`src/rtl/if_id_reg_pkg.sv`:
```
// Shared definitions for the fetch/decode pipeline register.
package if_id_reg_pkg;

    // Default datapath width of the instruction and pc fields
    localparam int XLEN_DEFAULT = 32;

    // Canonical nop (addi x0, x0, 0) inserted on reset and flush
    localparam logic [31:0] NOP_INSTR = 32'h0000_0013;

    // All-zero value used for cleared pc fields
    localparam logic [31:0] ZERO_WORD = 32'h0000_0000;

    // Occupancy of the register; the valid output is this state
    typedef enum logic {
        ST_EMPTY = 1'b0,
        ST_FULL  = 1'b1
    } fill_state_e;

endpackage

```
`src/rtl/if_id_reg_sat_counter.sv`:
```
// Saturating up-counter used for the fetch/decode performance counters.
module sat_counter #(
    parameter int W = 32
) (
    input  logic         clk,
    input  logic         rst_n,
    input  logic         inc,
    output logic [W-1:0] count
);

    localparam logic [W-1:0] ONE = {{(W-1){1'b0}}, 1'b1};

    logic [W-1:0] count_d;
    logic [W-1:0] count_q;

    // Advance by one when asked, but stick at all-ones instead of wrapping
    always_comb begin
        count_d = count_q;
        if (inc && (count_q != {W{1'b1}})) begin
            count_d = count_q + ONE;
        end
    end

    // Register the count with synchronous active-low clear
    always_ff @(posedge clk) begin
        if (!rst_n) begin
            count_q <= '0;
        end else begin
            count_q <= count_d;
        end
    end

    assign count = count_q;

endmodule

```
`src/rtl/if_id_reg.sv`:
```
// IF/ID pipeline register: captures fetch outputs, applies stall and flush,
// tracks occupancy and keeps saturating fetched/killed/stalled counters.
module if_id_reg
    import if_id_reg_pkg::*;
#(
    parameter int XLEN  = XLEN_DEFAULT,
    parameter int CNT_W = 32
) (
    input  logic             clk,
    input  logic             rst_n,
    input  logic [XLEN-1:0]  instr_if_o,
    input  logic [XLEN-1:0]  pc_if_o,
    input  logic [XLEN-1:0]  pc_add_4_if_o,
    input  logic [XLEN-1:0]  pc_add_imme_if_o,
    input  logic [XLEN-1:0]  jalr_pc_prediction_or_pc_if_o,
    input  logic             B_type_prediction_result_if_o,
    input  logic             fetch_bubble,
    input  logic             PL_stall,
    input  logic             PL_flush,
    output logic [XLEN-1:0]  instr_if_id_o,
    output logic [XLEN-1:0]  pc_if_id_o,
    output logic [XLEN-1:0]  pc_add_4_if_id_o,
    output logic [XLEN-1:0]  pc_add_imme_if_id_o,
    output logic [XLEN-1:0]  jalr_pc_prediction_or_pc_if_id_o,
    output logic             B_type_prediction_result_if_id_o,
    output logic             valid_if_id_o,
    output logic [CNT_W-1:0] cnt_fetched,
    output logic [CNT_W-1:0] cnt_killed,
    output logic [CNT_W-1:0] cnt_stalled
);

    localparam logic [XLEN-1:0] NOP_X  = XLEN'(NOP_INSTR);
    localparam logic [XLEN-1:0] ZERO_X = XLEN'(ZERO_WORD);

    logic [XLEN-1:0] instr_d,    instr_q;
    logic [XLEN-1:0] pc_d,       pc_q;
    logic [XLEN-1:0] pc_add_4_d, pc_add_4_q;
    logic [XLEN-1:0] pc_imme_d,  pc_imme_q;
    logic [XLEN-1:0] jalr_pc_d,  jalr_pc_q;
    logic            b_pred_d,   b_pred_q;
    fill_state_e     state_d,    state_q;

    logic inc_fetched;
    logic inc_killed;
    logic inc_stalled;

    // Next-state selection: flush beats stall, stall beats a normal load
    always_comb begin
        instr_d     = instr_q;
        pc_d        = pc_q;
        pc_add_4_d  = pc_add_4_q;
        pc_imme_d   = pc_imme_q;
        jalr_pc_d   = jalr_pc_q;
        b_pred_d    = b_pred_q;
        state_d     = state_q;
        inc_fetched = 1'b0;
        inc_killed  = 1'b0;
        inc_stalled = 1'b0;
        if (PL_flush) begin
            instr_d    = NOP_X;
            pc_d       = ZERO_X;
            pc_add_4_d = ZERO_X;
            pc_imme_d  = ZERO_X;
            jalr_pc_d  = ZERO_X;
            b_pred_d   = 1'b0;
            state_d    = ST_EMPTY;
            inc_killed = (state_q == ST_FULL);
        end else if (PL_stall) begin
            inc_stalled = 1'b1;
        end else begin
            instr_d     = instr_if_o;
            pc_d        = pc_if_o;
            pc_add_4_d  = pc_add_4_if_o;
            pc_imme_d   = pc_add_imme_if_o;
            jalr_pc_d   = jalr_pc_prediction_or_pc_if_o;
            b_pred_d    = B_type_prediction_result_if_o && !fetch_bubble;
            state_d     = fetch_bubble ? ST_EMPTY : ST_FULL;
            inc_fetched = !fetch_bubble;
        end
    end

    // Pipeline fields and occupancy state, cleared to a nop bubble on reset
    always_ff @(posedge clk) begin
        if (!rst_n) begin
            instr_q    <= NOP_X;
            pc_q       <= ZERO_X;
            pc_add_4_q <= ZERO_X;
            pc_imme_q  <= ZERO_X;
            jalr_pc_q  <= ZERO_X;
            b_pred_q   <= 1'b0;
            state_q    <= ST_EMPTY;
        end else begin
            instr_q    <= instr_d;
            pc_q       <= pc_d;
            pc_add_4_q <= pc_add_4_d;
            pc_imme_q  <= pc_imme_d;
            jalr_pc_q  <= jalr_pc_d;
            b_pred_q   <= b_pred_d;
            state_q    <= state_d;
        end
    end

    sat_counter #(.W(CNT_W)) u_cnt_fetched (
        .clk   (clk),
        .rst_n (rst_n),
        .inc   (inc_fetched),
        .count (cnt_fetched)
    );

    sat_counter #(.W(CNT_W)) u_cnt_killed (
        .clk   (clk),
        .rst_n (rst_n),
        .inc   (inc_killed),
        .count (cnt_killed)
    );

    sat_counter #(.W(CNT_W)) u_cnt_stalled (
        .clk   (clk),
        .rst_n (rst_n),
        .inc   (inc_stalled),
        .count (cnt_stalled)
    );

    assign instr_if_id_o                    = instr_q;
    assign pc_if_id_o                       = pc_q;
    assign pc_add_4_if_id_o                 = pc_add_4_q;
    assign pc_add_imme_if_id_o              = pc_imme_q;
    assign jalr_pc_prediction_or_pc_if_id_o = jalr_pc_q;
    assign B_type_prediction_result_if_id_o = b_pred_q;
    assign valid_if_id_o                    = (state_q == ST_FULL);

endmodule

```
`config.mk`:
```
export PLATFORM = sky130hd
export DESIGN_NAME = if_id_reg
export DESIGN_NICKNAME = d
export VERILOG_FILES = /design/src/rtl/if_id_reg_pkg.sv /design/src/rtl/if_id_reg_sat_counter.sv /design/src/rtl/if_id_reg.sv
export SDC_FILE = /design/constraint.sdc
export NUM_CORES = 1
export LEC_CHECK = 0
export ABC_AREA = 1
export CAP_MARGIN = 5
export CORE_ASPECT_RATIO = 1.5
export CORE_UTILIZATION = 35
export CTS_CLUSTER_DIAMETER = 30
export DETAILED_ROUTE_END_ITERATION = 12
export PLACE_DENSITY_LB_ADDON = 0.3
export SETUP_SLACK_MARGIN = 0.1
export SLEW_MARGIN = 20
export SYNTH_ARGS = -nofsm -noshare
export SYNTH_HDL_FRONTEND = slang
export SYNTH_SLANG_ARGS = --single-unit
```
`constraint.sdc`:
```
create_clock -name clk -period 4.6 [get_ports clk]
set_clock_uncertainty 0.1 [all_clocks]
set_input_delay 0.69 -clock clk [delete_from_list [all_inputs] [get_ports clk]]
set_output_delay 0.69 -clock clk [all_outputs]
set_load 0.02 [all_outputs]
```
==> results of run 1 <==
## final cells by class
cell class                 count  area [um2]
sequential                   258        5165
fill                        3017       14390
clock buffer                  54        1265
clock inverter                31       415.4
tap                          410       513.0
timing repair buffer         429        4284
inverter                     109       414.1
multi-input combinational   1239        5388
## state kept, by name, summed over array words and instances, names as in the netlist
name / count
valid_if_id_o: 1
jalr_pc_prediction_or_pc_if_id_o: 32
u_cnt_fetched.count: 32
pc_add_4_if_id_o: 32
B_type_prediction_result_if_id_o: 1
pc_if_id_o: 32
u_cnt_stalled.count: 32
pc_add_imme_if_id_o: 32
instr_if_id_o: 32
u_cnt_killed.count: 32
## power groups by stage
stage | clock network (mW) | registers (mW) | logic (mW)
after floorplan | 0 | 2.42 | 0.157
after global routing | 3.85 | 2.33 | 0.548
final | 3.67 | 2.32 | 0.507
after CTS | 3.74 | 2.32 | 0.513
after detailed placement | 0 | 2.37 | 0.509
after global placement | 0 | 2.36 | 0.505
## critical path, stage by stage, from the launching register on
cell	delay, ns
dfxtp_1	0.40
ha_1	0.23
nand2_1	0.08
nor2_1	0.26
nand2_1	0.09
nor2_1	0.15
nand2_1	0.57
nand2_1	0.41
inv_1	0.13
a21oi_1	0.15
nor2_1	0.05
## cell families after synthesis
| family | after synthesis | share of synthesized area |
|---|---|---|
| XOR/XNOR | 12 | 0.009298 |
| AO/OA/AOI/OAI | 227 | 0.1029 |
| flip-flops | 258 | 0.4569 |
| adder cells (fa/ha/maj) | 3 | 0.003321 |
| buffers and inverters | 184 | 0.06641 |
| AND/OR/NAND/NOR | 997 | 0.3611 |
## cell usage after synthesis (10+ instances only)
cell type,n,area [um2]
nor2_1,254,953.4
xor2_1,10,87.58
nand2_1,594,2230
o21ai_0,13,65.06
a21oi_1,201,1006
clkbuf_1,51,191.4
dfxtp_1,258,5165
nand4_1,19,118.9
inv_1,98,367.9
nor3_1,11,55.05
nand3_1,81,405.4
inv_2,10,37.54
buf_2,12,60.06
## stage by stage
stage / utilization / setup slack [ns] / area, um2 / hold slack, ns
6_report: 0.5480 / 1.856 / 17440 / 0.3612
5_1_grt: 0.5480 / 1.609 / 17440 / 0.3714
4_1_cts: 0.5480 / 1.904 / 17440 / 0.3619
3_5_place_dp: 0.4952 / 1.676 / 15760 / 0.3541
3_3_place_gp: 0.4952 / 1.670 / 15760 / 0.3441
2_1_floorplan: - / 2.681 / 11300 / 0.4345
## worst paths after layout
path,end,slack (ns),start,depth (start not counted)
max reg2reg,u_cnt_fetched.count[2],1.86,u_cnt_fetched.count[0],10
min reg2reg,pc_add_4_if_id_o[31],0.36,pc_add_4_if_id_o[31],2
max,u_cnt_fetched.count[2],1.86,u_cnt_fetched.count[0],10
min,pc_add_4_if_id_o[31],0.36,pc_add_4_if_id_o[31],2
## layer usage
metal,routed length (um),vias to the layer above
li1,-,6124
met1,14630,5541
met2,19900,459
met3,3009,99
met4,1616,2
met5,15,-
==> metrics.yaml, run 1 <==
global_route:
  grt_pass1_wl_mm: 61.07
  grtUsageMet3: 0.06543
  grt_pass1_vias: 11860
  antenna_found_initial: 1
  grt-busiest-layer: "met2"
  grt_util_met2: 0.4203
  overflow: 0
  track_usage: 0.2321
  grt_max_degree: 91
  gr-usage-met1: 0.2448
timing:
  drv_slew: 0
  grt_setup_unrepaired: "false"
  setup_viol: 0
  final.min_clock_period_ns: 2.744
  setup_tns_ns: 0
  min_period_over_period: 0.5965
  tightest_slew_ns: 0.9686
  fmax_mhz: 364.5
  relSlewSlack: 0.3543
  hold_viol: 0
logic_synthesis:
  synth_edf_count: 0
  synth_cells: 1681
  synth.yosys.seq_area_share: 0.4569
  synth_seq_cells: 258
  syn-cell-area_um2: 11300
  ys_types: 35
  synth_flop_cell: "dfxtp_1"
  yosysWarnings: 0
  syn_nets: 1850
  avgSynthCellArea_um2: 6.724
  synth-async-reset-ratio: 0
clock_network:
  cts_resized: 0
  worstSkewPairLatency_ns: 0.54
  cts_tree: "built"
  clock-sinks: 258
  cts_setup_buffers: 0
  ctsHoldBuffers: 0
  clockBufferDepth: 3
  htreeDepth: 2
  cts_made_buffers: 47
  path_clk_slew_ns: 0.05
  clock-root-buffer: "clkbuf_16"
die:
  rows: 80
  die_h_um: 222.1
  io_pins: 424
  die-area_um2: 33030
  dieWidth_um: 148.7
  start_util: 0.3551
  coreArea_um2: 31830
pwr:
  seqPwrFrac: 0.357
  switching_share: 0.2337
  peakVddDrop_v: 0.0003417
  leakage_nw: 6.617
  total_power_mw: 6.497
  clkPwrFrac: 0.565
  power_density_nw_per_um2: 372.5
  p_comb_frac: 0.078
  internal-power_mw: 4.979
  netSwitchingPower_mw: 1.518
job:
  drv_cap: 0
routing:
  num_vias: 12230
  drt.antenna.violating_nets: 0
  viasPerCell: 4.832
  drtPass1Iterations: 5
  drc: 0
  drt_iter0_drc: 631
  routedWlPerCell_um: 15.48
  totalWireLength_mm: 39.16
place:
  dp_hpwl_mm: 27.77
  dp_cells: 2445
  gp_routability_congestion: 0.9095
  numPortBuffers: 423
setup_path:
  path_class: "flip-flop to flip-flop"
  cp.arrival_ns: 3.07
  critPathMaxFanout: 30
  cp-start-kind: "flip-flop"
  required_ns: 4.92
  end_kind: "flip-flop"
outcome:
  status: "finished, final reports clean"
layout:
  antenna_cells: 0
  final_cell_mix: "nand2_1 (594), clkdlybuf4s50_1 (421), dfxtp_1 (258)"
  syn_to_final_growth_pct: 54.33
  final_common_cell: "nand2_1"
  final_nets: 2253
  drive_gt1_frac: 0.06274
  instances_no_fill: 2530
hold_path:
  hold_class: "flip-flop to flip-flop"
(Power assumes the default switching activity.)
==> inputs of run 2 (changes only) <==
Clock period 4.6 ns to 2.42 ns, I/O delays scaled along.
==> metrics.yaml, run 2 (same netlist as run 1, synthesis figures left out) <==
hold_path:
  whs_path_depth: 3  # +1
  min_from: "rst_n"
  hold_class: "primary input to flip-flop"
  min_to: "u_cnt_fetched.count[3]"
clock_network:
  cts_made_buffers: 48  # +2.1%
  clockBufferDepth: 3  # unchanged
  cts_tree: "built"
  clock-sinks: 258  # unchanged
  ctsHoldBuffers: 0  # unchanged
  path_clk_slew_ns: 0.05  # about the same
  htreeDepth: 2  # unchanged
  worstSkewPairLatency_ns: 0.55  # about the same
  clock-root-buffer: "clkbuf_16"
layout:
  final_common_cell: "nand2_1"
  drive_gt1_frac: 0.06969  # +0.006955
  final_core_util: 0.5556  # +0.007547
  final_nets: 2272  # +0.84%
  final_cell_mix: "nand2_1 (593), clkdlybuf4s50_1 (421), dfxtp_1 (258)"
  syn_to_final_growth_pct: 56.45
  design_area_um2: 17680  # +1.4%
pwr:
  peakVddDrop_v: 0.0005318  # +56%
  netSwitchingPower_mw: 2.775  # +83%
  switching_share: 0.2224  # -0.01134
  seqPwrFrac: 0.354  # -0.003
  internal-power_mw: 9.706  # +95%
  clkPwrFrac: 0.568  # +0.003
  power_density_nw_per_um2: 705.8  # +89%
  p_comb_frac: 0.078  # about the same
  leakage_nw: 6.758  # +2.1%
place:
  gp_routability_congestion: 0.9301  # +2.3%
  dpl_cell_area_um2: 15950  # +1.2%
  numPortBuffers: 423  # unchanged
  place_ws_ns: 0.1371  # -1.539 ns
  dp_hpwl_mm: 27.63  # -0.51%
die:
  start_util: 0.3551  # unchanged
  die_h_um: 222.1  # unchanged
  io_pins: 424  # unchanged
  dieWidth_um: 148.7  # unchanged
  coreArea_um2: 31830  # unchanged
  die-area_um2: 33030  # unchanged
  rows: 80  # unchanged
setup_path:
  path_buf_inv: 1  # unchanged
  crit_start: "u_cnt_stalled.count[9]"
  required_ns: 1.96  # -2.96 ns
  path_class: "flip-flop to output port"
  cp.arrival_ns: 1.74  # -1.33 ns
  reg2reg_depth: 10  # unchanged
  crit_path_cell_trace: "clkdlybuf4s50_1"
  cp_top_family: "buffers and inverters"
  end_kind: "output port"
  crit_slowest_cell: "clkdlybuf4s50_1"
  cp-start-kind: "flip-flop"
  r2r_setup_slack_ns: 0.37  # -1.49 ns
  critPathMaxFanout: 6  # -80%
  r2r_start: "u_cnt_stalled.count[0]"
  r2r_end: "u_cnt_stalled.count[1]"
  critPathMaxStageDelay_ns: 0.72  # +0.15 ns
global_route:
  grt_pass1_wl_mm: 60.47  # -0.98%
  grt_max_degree: 161  # +77%
  antenna_found_initial: 2  # +1
  track_usage: 0.2290  # -0.003173
  grt_pass1_vias: 11790  # -0.60%
  overflow: 0  # unchanged
outcome:
  status: "finished, final reports clean"
timing:
  tightest_slew_ns: 0.9720  # +0.003470 ns
  setup_tns_ns: 0  # unchanged
  drv_slew: 0  # unchanged
  min_period_over_period: 0.9090
  fmax_mhz: 454.6
  relSlewSlack: 0.3520  # -0.002314
  finalWorstSetupSlack_ns: 0.2202  # -1.636 ns
  grt_setup_unrepaired: "false"
  final.min_clock_period_ns: 2.200
  timing.hold.ws_ns: 0.08962  # -0.2716 ns
  hold_viol: 0  # unchanged
  setup_viol: 0  # unchanged
routing:
  routedWlPerCell_um: 15.20  # -1.8%
  drc: 0  # unchanged
  drtPass1Iterations: 5  # unchanged
  num_vias: 12440  # +1.7%
  drt_iter0_drc: 567  # -10%
  totalWireLength_mm: 38.76  # -1.0%
  viasPerCell: 4.879  # +0.98%
  drt.antenna.violating_nets: 0  # unchanged
job:
  drv_cap: 0  # unchanged
## run 2: cell count changes in the layout (fill, tap and decap cells not counted), sizes merged, moves of 3 or more
| cell | before | now |
|---|---|---|
| inv | 114 | 109 |
| buf | 8 | 26 |
| clkinvlp | 7 | 4 |
| clkbuf | 54 | 62 |
## run 2: repair_timing
item | CTS | global route
setup buffers | 0 | 1
gates resized for setup | 0 | 2
setup endpoints to repair | 0 | 23
## run 2: worst max-delay path by stage
stage | cells after the start | end | slack (ns)
floorplan | 10 | u_cnt_killed.count[27] | 0.50
global placement | 10 | u_cnt_fetched.count[9] | 0.18
detailed placement | 10 | u_cnt_fetched.count[9] | 0.14
CTS | 1 | cnt_stalled[9] | 0.20
global route | 10 | u_cnt_fetched.count[0] | 0.13
finish | 1 | cnt_stalled[9] | 0.22
## run 2: metal layers
layer | GRT usage | vias to the layer above | part of all wire
li1 | - | 6175 | -
met3 | 0.06605 | 98 | 0.081
met4 | 0.1020 | 2 | 0.038
met1 | 0.2441 | 5673 | 0.38
met5 | 0 | - | 0.00039
met2 | 0.4115 | 489 | 0.50
## run 2: final cells by class
cell class / instances / area, um2
clock inverters: 23 / 369.1
repair buffers: 447 / 4482
flip-flops and latches: 258 / 5165
multi-input cells: 1239 / 5393
clock buffers: 62 / 1346
inverters: 109 / 414.1
well taps: 410 / 513.0
diodes: 1 / 2.502
fillers: 2986 / 14150
## run 2: per-stage QoR
step / power [mW] / instances
floorplan: 4.904 / 1681
global route: 12.88 / 2549
detailed placement: 5.477 / 2462
global placement: 5.465 / 2462
CTS: 12.62 / 2547
finish: 12.48 / 2549
## run 2: power groups by stage
stage	clock [mW]	sequential (mW)	combinational, mW
CTS	7.22	4.41	0.988
global route	7.40	4.42	1.05
detailed placement	0	4.50	0.982
global placement	0	4.49	0.973
floorplan	0	4.61	0.298
finish	7.09	4.42	0.977
==> inputs of run 3 (changes only) <==
Settings changed: CELL_PAD_IN_SITES_DETAIL_PLACEMENT from default to 0, CELL_PAD_IN_SITES_GLOBAL_PLACEMENT from default to 1, CORE_MARGIN from default to 3, CORE_UTILIZATION 35 to 27.
==> metrics.yaml, run 3 (same netlist as run 1, synthesis figures left out) <==
place:
  place_ws_ns: 0.08338  # -0.05369 ns
  dp_hpwl_mm: 33.60  # +22%
  dpl_cell_area_um2: 16200  # +1.5%
  numPortBuffers: 423  # unchanged
  gp_routability_congestion: 0.8576  # -7.8%
timing:
  fmax_mhz: 452.5  # -0.47%
  min_period_over_period: 0.9133  # +0.004288
  final.min_clock_period_ns: 2.210  # +0.01038 ns
  drv_slew: 0  # unchanged
  grt_setup_unrepaired: "false"
  relSlewSlack: 0.4891  # +0.1371
  setup_viol: 0  # unchanged
  setup_tns_ns: 0  # unchanged
  timing.hold.ws_ns: 0.1239  # +0.03433 ns
  hold_viol: 0  # unchanged
  tightest_slew_ns: 0.7664  # -0.2056 ns
  finalWorstSetupSlack_ns: 0.2099  # -0.01038 ns
die:
  start_util: 0.2742  # -0.08087
  die_h_um: 256.6  # +16%
  io_pins: 424  # unchanged
  die-area_um2: 44410  # +34%
  rows: 91  # +14%
  coreArea_um2: 41220  # +29%
  dieWidth_um: 173.1  # +16%
clock_network:
  worstSkewPairLatency_ns: 0.55  # about the same
  path_clk_slew_ns: 0.04  # about the same
  cts_tree: "built"
  htreeDepth: 3  # +1
  clockBufferDepth: 3  # unchanged
  clock-sinks: 258  # unchanged
  clock-root-buffer: "clkbuf_16"
  cts_made_buffers: 68  # +42%
  cts_setup_buffers: 0  # unchanged
layout:
  final_common_cell: "nand2_1"
  syn_to_final_growth_pct: 63.34
  drive_gt1_frac: 0.08841  # +0.01872
  final_cell_mix: "nand2_1 (592), clkdlybuf4s50_1 (421), dfxtp_1 (258)"
  design_area_um2: 18460  # +4.4%
  final_nets: 2300  # +1.2%
global_route:
  grt_pass1_vias: 12310  # +4.4%
  grt_max_degree: 162  # +0.62%
  overflow: 0  # unchanged
  grt_pass1_wl_mm: 70.39  # +16%
  track_usage: 0.2006  # -0.02837
  antenna_found_initial: 11  # +9
setup_path:
  cp.arrival_ns: 1.75  # about the same
  path_class: "flip-flop to output port"
  cp-start-kind: "flip-flop"
  critPathMaxStageDelay_ns: 0.73  # about the same
  cp_top_family: "buffers and inverters"
  path_buf_inv: 1  # unchanged
  required_ns: 1.96  # about the same
  critPathMaxFanout: 6  # unchanged
  crit_path_cell_trace: "clkdlybuf4s50_1"
  end_kind: "output port"
  crit_slowest_cell: "clkdlybuf4s50_1"
pwr:
  leakage_nw: 7.048  # +4.3%
  peakVddDrop_v: 0.0006183  # +16%
  power_density_nw_per_um2: 763.9  # +8.2%
routing:
  drt.antenna.violating_nets: 0  # unchanged
  drtPass1Iterations: 5  # unchanged
  drc: 0  # unchanged
  viasPerCell: 4.488  # -8.0%
  totalWireLength_mm: 45.96  # +19%
  routedWlPerCell_um: 16.74  # +10%
  num_vias: 12320  # -0.92%
  drt_iter0_drc: 540  # -4.8%
job:
  drv_cap: 0  # unchanged
outcome:
  status: "finished, final reports clean"
hold_path:
  hold_class: "primary input to flip-flop"
-- run 3: layout make-up --
class / instances / area, um2
clock buffer: 86 / 1881
antenna: 5 / 12.51
sequential: 258 / 5165
timing repair buffer: 455 / 4544
tap: 558 / 698.2
fill: 4220 / 22750
clock inverter: 36 / 352.8
inverter: 109 / 414.1
multi-input combinational: 1239 / 5395
-- run 3: power by group --
group | switching [mW] | total, mW | internal (mW) | leakage (nW)
clock | 2.78 | 8.68 | 5.90 | 1.08
combinational | 0.501 | 1.00 | 0.500 | 3.87
sequential | 0.0597 | 4.42 | 4.36 | 2.09
total | 3.34 | 14.1 | 10.8 | 7.05
-- run 3: through the flow --
stage                     total power, mW  instances    util
final                               14.10       2746  0.4479
after CTS                           14.33       2741  0.4475
after global placement              5.501       2618  0.3930
after global routing                14.63       2742  0.4477
after floorplan                     4.904       1681       -
after detailed placement            5.506       2618  0.3930
-- run 3: final timing paths --
kind	startpoint	slack, ns	end	cells after the start
hold reg to reg	pc_add_imme_if_id_o[17]	0.36	pc_add_imme_if_id_o[17]	2
setup reg to reg	u_cnt_fetched.count[15]	0.30	u_cnt_fetched.count[11]	10
hold / removal	rst_n	0.12	u_cnt_fetched.count[3]	3
setup / recovery	u_cnt_stalled.count[9]	0.21	cnt_stalled[9]	1
-- run 3: repair_timing --
item / in CTS / in global routing
hold endpoints to repair: 1 / 0
setup endpoints to repair: 0 / 13
resized for setup: 0 / 3
hold buffers: 1 / 0
-- run 3: per-layer routing --
metal  GRT usage  vias to the layer above  wire [um]
met5           0                        -         78
met4     0.08521                       12       1365
met3     0.08904                       90       4649
met2      0.3510                      432      22850
met1      0.2079                     5559      17020
li1            -                     6230          -
